## src/rtl/alu_share_arbiter.sv

```systemverilog
// Two-requester round-robin front end for a shared 64-bit Y86 ALU (add/sub/and/xor) with flags.
// One cycle from accept to held result; accepts only while the result register is empty or draining.
module alu_share_arbiter #(
  parameter int WIDTH = 64
) (
  input  logic             clk,
  input  logic             rst,
  input  logic             req0_valid,
  output logic             req0_ready,
  input  logic [1:0]       req0_fun,
  input  logic [WIDTH-1:0] req0_a,
  input  logic [WIDTH-1:0] req0_b,
  input  logic             req1_valid,
  output logic             req1_ready,
  input  logic [1:0]       req1_fun,
  input  logic [WIDTH-1:0] req1_a,
  input  logic [WIDTH-1:0] req1_b,
  output logic             rsp_valid,
  input  logic             rsp_ready,
  output logic             rsp_id,
  output logic [WIDTH-1:0] rsp_result,
  output logic             rsp_zf,
  output logic             rsp_sf,
  output logic             rsp_of
);

  typedef enum logic {EMPTY = 1'b0, FULL = 1'b1} state_t;

  state_t             state;
  logic               last_id;
  logic               can_load;
  logic               grant_id;
  logic               accept;
  logic [1:0]         sel_fun;
  logic [WIDTH-1:0]   sel_a;
  logic [WIDTH-1:0]   sel_b;
  logic [WIDTH-1:0]   alu_result;
  logic               alu_of;

  assign rsp_valid = (state == FULL);
  assign can_load  = !rsp_valid || rsp_ready;

  // A lone requester wins outright; a tie goes to whoever was not served last.
  assign grant_id   = (req0_valid && req1_valid) ? !last_id : !req0_valid;
  assign req0_ready = !rst && req0_valid && can_load && (grant_id == 1'b0);
  assign req1_ready = !rst && req1_valid && can_load && (grant_id == 1'b1);
  assign accept     = req0_ready || req1_ready;

  assign sel_fun = grant_id ? req1_fun : req0_fun;
  assign sel_a   = grant_id ? req1_a   : req0_a;
  assign sel_b   = grant_id ? req1_b   : req0_b;

  always_comb begin
    alu_result = '0;
    alu_of     = 1'b0;
    case (sel_fun)
      2'd0: begin
        alu_result = sel_a + sel_b;
        alu_of     = (sel_a[WIDTH-1] == sel_b[WIDTH-1]) && (alu_result[WIDTH-1] != sel_a[WIDTH-1]);
      end
      2'd1: begin
        alu_result = sel_a - sel_b;
        alu_of     = (sel_a[WIDTH-1] != sel_b[WIDTH-1]) && (alu_result[WIDTH-1] != sel_a[WIDTH-1]);
      end
      2'd2:    alu_result = sel_a & sel_b;
      default: alu_result = sel_a ^ sel_b;
    endcase
  end

  always_ff @(posedge clk or posedge rst) begin
    if (rst) begin
      state      <= EMPTY;
      last_id    <= 1'b1;
      rsp_id     <= 1'b0;
      rsp_result <= '0;
      rsp_zf     <= 1'b0;
      rsp_sf     <= 1'b0;
      rsp_of     <= 1'b0;
    end else begin
      if (accept) begin
        last_id    <= grant_id;
        rsp_id     <= grant_id;
        rsp_result <= alu_result;
        rsp_zf     <= (alu_result == '0);
        rsp_sf     <= alu_result[WIDTH-1];
        rsp_of     <= alu_of;
      end
      case (state)
        EMPTY:   if (accept) state <= FULL;
        FULL:    if (rsp_ready && !accept) state <= EMPTY;
        default: state <= EMPTY;
      endcase
    end
  end

endmodule

```

## config.mk

```make
export PLATFORM = sky130hd
export DESIGN_NAME = alu_share_arbiter
export DESIGN_NICKNAME = d
export VERILOG_FILES = /design/src/rtl/alu_share_arbiter.sv
export SDC_FILE = /design/constraint.sdc
export NUM_CORES = 1
export LEC_CHECK = 0
export BUFFER_PORTS_ARGS = -buffer_cell sky130_fd_sc_hd__buf_2
export CORE_MARGIN = 4
export CORE_UTILIZATION = 40
export DETAILED_ROUTE_END_ITERATION = 8
export RECOVER_POWER = 100
export REMOVE_ABC_BUFFERS = 1
export SYNTH_ARGS = -nofsm -noshare
export SYNTH_HDL_FRONTEND = slang
export SYNTH_SLANG_ARGS = --single-unit
```

## constraint.sdc

```tcl
create_clock -name clk -period 5.6 [get_ports clk]
set_input_delay 0.56 -clock clk [delete_from_list [all_inputs] [get_ports clk]]
set_output_delay 0.56 -clock clk [all_outputs]
set_load 0.02 [all_outputs]
```

==> run_summary.xml, run 1 <==
<?xml version="1.0" encoding="UTF-8"?>
<metrics>
  <group name="detailed_routing">
    <metric name="number_of_iterations_in_the_first_detailed_routing_pass" unit="">8</metric>
    <metric name="drt-total-wl" unit="µm">79080</metric>
    <metric name="avgRoutedWirePerCell" unit="µm">21.95</metric>
    <metric name="dr_total_vias" unit="">21550</metric>
    <metric name="route.antenna.remaining_nets" unit="">0</metric>
    <metric name="drc" unit="">2</metric>
    <metric name="drt-initial-drc-count" unit="">2202</metric>
    <metric name="viasPerCell" unit="">5.983</metric>
  </group>
  <group name="cts">
    <metric name="ctsHtreeMaxLevel" unit="">3</metric>
    <metric name="cts_tree" unit="">done</metric>
    <metric name="clock_tree.buffer_depth" unit="">2</metric>
    <metric name="cts-hold-fix-buffers" unit="">0</metric>
    <metric name="clkLatencyLatePin" unit="ps">390</metric>
    <metric name="numClockSinks" unit="">69</metric>
    <metric name="tritoncts.num_buffers" unit="">9</metric>
    <metric name="clk_pin_slew_worst_paths" unit="ps">70</metric>
    <metric name="root_buffer" unit="">clkbuf_16</metric>
  </group>
  <group name="critical_path">
    <metric name="crit_path_start" unit="">last_id</metric>
    <metric name="crit_type" unit="">reg -&gt; reg</metric>
    <metric name="crit_path_end_kind" unit="">flip-flop</metric>
    <metric name="rr_startpoint" unit="">last_id</metric>
    <metric name="worstPathMaxFanout" unit="">4</metric>
    <metric name="cp-start-kind" unit="">flip-flop</metric>
    <metric name="crit_required" unit="ps">5890</metric>
    <metric name="crit_arrival" unit="ps">5880</metric>
  </group>
  <group name="timing">
    <metric name="final_min_period_over_clock_period" unit="">0.9989</metric>
    <metric name="fin_worst_hold_slack" unit="ps">479.0</metric>
    <metric name="grt_setup_unrepaired" unit="">yes</metric>
    <metric name="setup_viol" unit="">0</metric>
    <metric name="hold_viol_final" unit="">0</metric>
    <metric name="maxSlewHeadroom" unit="">-0.9101</metric>
    <metric name="slew_viols_final" unit="">47</metric>
    <metric name="postLayoutSetupSlackWorst" unit="ps">6.302</metric>
    <metric name="fin_crit" unit="ps">5594</metric>
    <metric name="tightest_slew" unit="ps">2865</metric>
    <metric name="timing.fmax" unit="MHz">178.8</metric>
    <metric name="fin_skew" unit="ps">21.79</metric>
    <metric name="final.setup.tns" unit="ps">0</metric>
  </group>
  <group name="synthesis">
    <metric name="ys_ff_latch" unit="">69</metric>
    <metric name="synth_area_per_cell" unit="µm²">6.309</metric>
    <metric name="synth_enable_flop_cells" unit="">0</metric>
    <metric name="postSynth.asyncResetShare" unit="">1.000</metric>
    <metric name="post_synth_main_area_contributors" unit="">nand2_1 (15%), dfrtp_1 (12%), ha_1 (11%)</metric>
    <metric name="synth_top_flop_cell" unit="">dfrtp_1</metric>
    <metric name="synth.cell_area" unit="µm²">14710</metric>
    <metric name="number_of_standard_cells_after_synthesis" unit="">2331</metric>
    <metric name="yosys_warnings" unit="">0</metric>
    <metric name="yosys_cell_types" unit="">103</metric>
    <metric name="netlist.area_leader.share" unit="">0.1539</metric>
    <metric name="sequential_fraction_of_the_synthesis_area" unit="">0.1175</metric>
    <metric name="post-synth-top-area-cell" unit="">nand2_1</metric>
  </group>
  <group name="placement">
    <metric name="placed_area" unit="µm²">20880</metric>
    <metric name="port_buffers" unit="">335</metric>
    <metric name="detailedPlacementHpwl" unit="µm">62770</metric>
    <metric name="gp_congestion" unit="">1.109</metric>
    <metric name="pre_cts_slack" unit="ps">-565.3</metric>
  </group>
  <group name="finish">
    <metric name="drive_gt1_frac" unit="">0.3347</metric>
    <metric name="nets" unit="">3526</metric>
    <metric name="area_delta_synth_final" unit="%">50.72</metric>
    <metric name="layout.cells.most_common" unit="">nand2_1</metric>
    <metric name="stdcell_area" unit="µm²">22170</metric>
    <metric name="commonest_cells_after_routing_fill_and_taps_aside" unit="">nand2_1 (599), buf_4 (586), buf_2 (264)</metric>
  </group>
  <group name="die">
    <metric name="initial_utilization" unit="">0.4095</metric>
    <metric name="coreArea" unit="µm²">35910</metric>
    <metric name="std_cell_rows" unit="">69</metric>
    <metric name="die-height" unit="µm">199.7</metric>
    <metric name="io_pins" unit="">336</metric>
    <metric name="die_width" unit="µm">199.7</metric>
    <metric name="fp.dieArea" unit="µm²">39900</metric>
  </group>
  <group name="outcome">
    <metric name="failed_checks" unit="">DRC, capacitance limit, slew limit</metric>
    <metric name="run_status" unit="">finished, violations left</metric>
  </group>
  <group name="hold_path">
    <metric name="class_of_the_tightest_hold_or_removal_check" unit="">reg -&gt; reg</metric>
    <metric name="timing.hold.worst.start" unit="">rsp_result[0]</metric>
  </group>
  <group name="global_route">
    <metric name="grt_max_degree" unit="">71</metric>
    <metric name="number_of_global_route_vias_before_repair" unit="">20620</metric>
    <metric name="grt_overflow_total" unit="">0</metric>
    <metric name="grt_use_total" unit="">0.3702</metric>
    <metric name="global_route_wire_length_before_repair" unit="µm">116300</metric>
    <metric name="antenna_found_initial" unit="">1</metric>
  </group>
  <group name="run">
    <metric name="max_cap_viol_count" unit="">1</metric>
  </group>
  <group name="pwr">
    <metric name="power_density" unit="nW/µm²">329.0</metric>
    <metric name="leakage" unit="nW">11.05</metric>
    <metric name="vdd_drop_max" unit="V">0.0001637</metric>
  </group>
</metrics>
==> state kept, by name, indices dropped and copies added, names as in the netlist <==
name	flops
rsp_valid	1
last_id	1
rsp_id	1
rsp_zf	1
rsp_of	1
rsp_result	64
==> cell type report <==
class | instances | area [µm²]
inverter | 131 | 491.7
timing repair buffer | 941 | 6375
clock inverter | 5 | 106.4
clock buffer | 11 | 242.7
sequential | 69 | 1728
fill | 3540 | 13750
tap | 461 | 576.8
multi-input combinational | 1983 | 12640
antenna | 1 | 2.502
==> Yosys cell counts (7+ instances only) <==
| library cell | number |
|---|---|
| o22ai_1 | 12 |
| o21ai_1 | 8 |
| mux2_2 | 15 |
| or4_1 | 13 |
| a31oi_1 | 33 |
| a21o_1 | 39 |
| a211oi_1 | 31 |
| nand2_1 | 603 |
| ha_1 | 124 |
| xnor2_1 | 11 |
| o221ai_1 | 7 |
| o2111ai_1 | 14 |
| nand4_1 | 29 |
| dfrtp_1 | 68 |
| mux2i_1 | 21 |
| and4_1 | 8 |
| a221oi_1 | 10 |
| nor2_1 | 166 |
| buf_1 | 16 |
| o21ai_0 | 121 |
| nand2b_1 | 19 |
| nor3_1 | 58 |
| clkbuf_1 | 108 |
| a21oi_1 | 183 |
| inv_1 | 129 |
| nor4_1 | 35 |
| o21a_1 | 14 |
| o21bai_1 | 28 |
| a2111oi_0 | 10 |
| a211o_1 | 14 |
| nand3_1 | 51 |
| buf_2 | 21 |
| or3_1 | 17 |
| o311ai_0 | 9 |
| o311a_1 | 8 |
| nor2b_1 | 17 |
| and3_1 | 13 |
| o31ai_1 | 39 |
| a311oi_1 | 10 |
| o211ai_1 | 40 |
| and2_1 | 12 |
==> where the power goes <==
part / total [W] / switching [W] / leakage, nW / internal (W)
sequential: 0.000779 / 0.000111 / 0.845 / 0.000668
combinational: 0.00575 / 0.00332 / 10.0 / 0.00244
clock: 0.000760 / 0.000309 / 0.166 / 0.000451
==> critical path: stages, from the launching register on <==
cell       delay [ps]
dfstp_2           570
nor2b_2            70
nor2_4            150
buf_12            130
mux2i_4           250
inv_2              70
ha_4              180
fa_2              380
and2b_2           240
o221a_4           240
or4_4             490
a21o_1            220
a21oi_2           220
o2111ai_2         130
nand3_2           140
mux2i_1            90
or4_4             490
or3_4             360
nor4_4            260
nand4_1           180
or4_4             470
o31ai_4           180
==> per-layer routing <==
metal  vias to the layer above  global-route usage  wire (µm)
met5                         -                   0         13
met4                         2              0.1514       3905
met3                       244             0.05723       7137
met2                      1242              0.6013      35200
met1                     10040              0.4931      32820
li1                      10030                   -          -
==> logic make-up after synthesis <==
group,after synthesis,share of synthesized area
buffers and inverters,279,0.07427
muxes,36,0.02578
and+or+nand+nor,1082,0.3297
adders and majority gates,126,0.1082
DFF,69,0.1175
xor gates and xnor gates,14,0.008338
AOI/OAI and AO/OA,725,0.3362
==> path summary, 6_finish.rpt <==
kind                       slack [ps]  cells past startpoint              to
max reg2reg                         6                     21          rsp_zf
min                               480                      2   rsp_result[0]
min in group asynchronous         670                      2  rsp_result[31]
max                                 6                     21          rsp_zf
min reg2reg                       480                      2   rsp_result[0]
max in group asynchronous        1560                      3  rsp_result[60]
==> metrics by stage <==
| step | util | total power [W] | cells |
|---|---|---|---|
| 2_1_floorplan | - | 0.003408 | 2183 |
| 3_3_place_gp | 0.5814 | 0.006062 | 3558 |
| 3_5_place_dp | 0.5814 | 0.006092 | 3558 |
| 4_1_cts | 0.6016 | 0.006981 | 3586 |
| 5_1_grt | 0.6171 | 0.007684 | 3601 |
| 6_report | 0.6172 | 0.007293 | 3602 |
==> repair_timing <==
item | in CTS | in global routing
endpoints found under the setup margin | 1 | 3
setup buffers | 12 | 12
pin swaps | 24 | 39
cloned | 0 | 3
gates resized for setup | 51 | 101
Note: power is estimated with default switching activity, not from simulation.
==> inputs of run 2 (changes only) <==
Settings changed: CORE_ASPECT_RATIO set to 1.25.
==> run_summary.xml, run 2 (synthesis results as in run 1) <==
<?xml version="1.0" encoding="UTF-8"?>
<metrics>
  <group name="pwr">
    <metric name="power" unit="W">0.006962</metric>
    <metric name="leakage" unit="nW">10.72</metric>
    <metric name="power_density" unit="nW/µm²">322.7</metric>
    <metric name="vdd_drop_max" unit="V">0.0001601</metric>
  </group>
  <group name="timing">
    <metric name="fin_worst_hold_slack" unit="ps">473.7</metric>
    <metric name="grt_setup_unrepaired" unit="">yes</metric>
    <metric name="final_min_period_over_clock_period" unit="">1.004</metric>
    <metric name="fin_skew" unit="ps">20.21</metric>
    <metric name="slew_viols_final" unit="">38</metric>
    <metric name="postLayoutSetupSlackWorst" unit="ps">-23.04</metric>
    <metric name="maxSlewHeadroom" unit="">-0.6557</metric>
    <metric name="timing.fmax" unit="MHz">177.8</metric>
    <metric name="fin_crit" unit="ps">5623</metric>
    <metric name="setup_viol" unit="">1</metric>
    <metric name="tightest_slew" unit="ps">2484</metric>
    <metric name="hold_viol_final" unit="">0</metric>
  </group>
  <group name="finish">
    <metric name="nets" unit="">3462</metric>
    <metric name="area_delta_synth_final" unit="%">46.72</metric>
    <metric name="insertedDiodeCount" unit="">0</metric>
    <metric name="layout.cells.most_common" unit="">nand2_1</metric>
    <metric name="commonest_cells_after_routing_fill_and_taps_aside" unit="">nand2_1 (596), buf_4 (518), buf_2 (266)</metric>
    <metric name="seq_area" unit="µm²">1728</metric>
    <metric name="finalCoreUtilization" unit="">0.5943</metric>
    <metric name="largest-register" unit="">rsp_result</metric>
    <metric name="drive_gt1_frac" unit="">0.3183</metric>
    <metric name="max_reg_flops" unit="">64</metric>
    <metric name="nFillCells" unit="">3612</metric>
    <metric name="multi_input_area" unit="µm²">12540</metric>
  </group>
  <group name="critical_path">
    <metric name="worstPathMaxFanout" unit="">14</metric>
    <metric name="crit_required" unit="ps">5890</metric>
    <metric name="crit_type" unit="">reg -&gt; reg</metric>
    <metric name="register_to_register_path_setup_slack" unit="ps">-20</metric>
    <metric name="worstRegToRegCells" unit="">24</metric>
    <metric name="cp-start-kind" unit="">flip-flop</metric>
    <metric name="crit_path_end_kind" unit="">flip-flop</metric>
    <metric name="crit_arrival" unit="ps">5920</metric>
    <metric name="rr_startpoint" unit="">last_id</metric>
    <metric name="critical_path.reg2reg.endpoint" unit="">rsp_zf</metric>
  </group>
  <group name="cts">
    <metric name="numClockSinks" unit="">69</metric>
    <metric name="cts_tree" unit="">done</metric>
    <metric name="tritoncts.num_buffers" unit="">9</metric>
    <metric name="clock_tree.buffer_depth" unit="">2</metric>
    <metric name="cts-hold-fix-buffers" unit="">0</metric>
    <metric name="root_buffer" unit="">clkbuf_16</metric>
    <metric name="clkLatencyLatePin" unit="ps">380</metric>
    <metric name="clk_pin_slew_worst_paths" unit="ps">80</metric>
    <metric name="ctsHtreeMaxLevel" unit="">3</metric>
  </group>
  <group name="hold_path">
    <metric name="end_point_of_the_worst_hold_path" unit="">rsp_result[35]</metric>
    <metric name="timing.hold.worst.start" unit="">rsp_result[35]</metric>
    <metric name="min_path_cells" unit="">2</metric>
    <metric name="class_of_the_tightest_hold_or_removal_check" unit="">reg -&gt; reg</metric>
  </group>
  <group name="placement">
    <metric name="detailedPlacementHpwl" unit="µm">61260</metric>
    <metric name="port_buffers" unit="">335</metric>
    <metric name="gp_congestion" unit="">1.041</metric>
    <metric name="pre_cts_slack" unit="ps">-609.7</metric>
  </group>
  <group name="die">
    <metric name="die-height" unit="µm">222.4</metric>
    <metric name="initial_utilization" unit="">0.4051</metric>
    <metric name="die_width" unit="µm">179.5</metric>
    <metric name="coreArea" unit="µm²">36300</metric>
    <metric name="std_cell_rows" unit="">78</metric>
    <metric name="fp.dieArea" unit="µm²">39920</metric>
    <metric name="io_pins" unit="">336</metric>
  </group>
  <group name="detailed_routing">
    <metric name="drt-initial-drc-count" unit="">2201</metric>
    <metric name="viasPerCell" unit="">5.958</metric>
    <metric name="avgRoutedWirePerCell" unit="µm">21.57</metric>
    <metric name="drt-total-wl" unit="µm">76710</metric>
    <metric name="route.antenna.remaining_nets" unit="">0</metric>
    <metric name="drc" unit="">0</metric>
    <metric name="number_of_iterations_in_the_first_detailed_routing_pass" unit="">8</metric>
    <metric name="dr_total_vias" unit="">21190</metric>
  </group>
  <group name="global_route">
    <metric name="antenna_found_initial" unit="">1</metric>
    <metric name="global_route_wire_length_before_repair" unit="µm">113200</metric>
    <metric name="grt_use_total" unit="">0.3528</metric>
    <metric name="number_of_global_route_vias_before_repair" unit="">20270</metric>
    <metric name="grt_overflow_total" unit="">0</metric>
    <metric name="grt_max_degree" unit="">81</metric>
  </group>
  <group name="outcome">
    <metric name="failed_checks" unit="">capacitance limit, slew limit, setup timing</metric>
    <metric name="run_status" unit="">finished, violations left</metric>
  </group>
  <group name="run">
    <metric name="max_cap_viol_count" unit="">1</metric>
  </group>
</metrics>
[run 2: changes by cell type in the layout (fill, tap and decap cells not counted), sizes merged]
cell    change
clkbuf      -2
clkinv      +1
diode       -1
bufinv      -3
inv         +4
nand2       +1
buf        -65
[run 2: metrics by stage]
stage          cells  setup TNS [ps]  cell area [µm²]
2_1_floorplan   2183         -154280            14110
3_3_place_gp    3508          -585.6            20360
3_5_place_dp    3508          -783.3            20360
4_1_cts         3532               0            21060
5_1_grt         3556          -164.0            21580
6_report        3556          -23.04            21580
[run 2: worst max-delay path by stage]
stage / startpoint / to / slack [ps] / depth (start not counted)
after global routing: last_id / rsp_zf / -160 / 23
after floorplan: req1_valid / rsp_zf / -3790 / 20
after global placement: req1_valid / rsp_zf / -540 / 20
after detailed placement: req1_valid / rsp_zf / -610 / 20
final: last_id / rsp_zf / -20 / 24
after CTS: last_id / rsp_zf / 0.1 / 27
[run 2: what timing repair did]
| action | 4_1_cts | 5_1_grt |
|---|---|---|
| gates cloned | 1 | 6 |
| buffers inserted | 7 | 19 |
| endpoints found under the setup margin | 1 | 3 |
| pin swaps | 22 | 33 |
| gates resized for setup | 56 | 75 |
[run 2: critical path, stage by stage, from the launching register on]
cell and delay (ps):
dfstp_2 580, nand2b_4 220, nand2_4 150, clkbuf_16 200, nand2_1 70, nand2_1 70, ha_1 440, nor2b_1 100
o21ai_0 410, nand3_1 130, a21oi_1 300, buf_4 180, a211oi_2 40, buf_4 170, or2_2 290, buf_4 150
mux2_2 260, nor3_1 150, a311oi_1 150, nor4b_2 320, buf_4 140, and4_1 220, nand4_1 100, or4_1 500
o31ai_2 190
[run 2: cell type report]
class                   count  area share
inverters                 131     0.02279
well taps                 480     0.02783
repair buffers            876      0.2740
multi-input cells        1984      0.5814
clock buffers               9     0.01044
clock inverters             7    0.003479
flip-flops and latches     69     0.08008
[run 2: routing by layer]
metal  share of wire  track usage  routed length, µm
met1            0.38       0.4094              29370
met2            0.48       0.6271              37160
met3           0.065      0.04388               5021
met4           0.067       0.1965               5154
met5        0.000091            0                  7
[run 2: where the power goes]
part	switching [W]	internal (W)
Clock	0.000328	0.000318
Sequential	0.000106	0.000667
Combinational	0.00322	0.00232
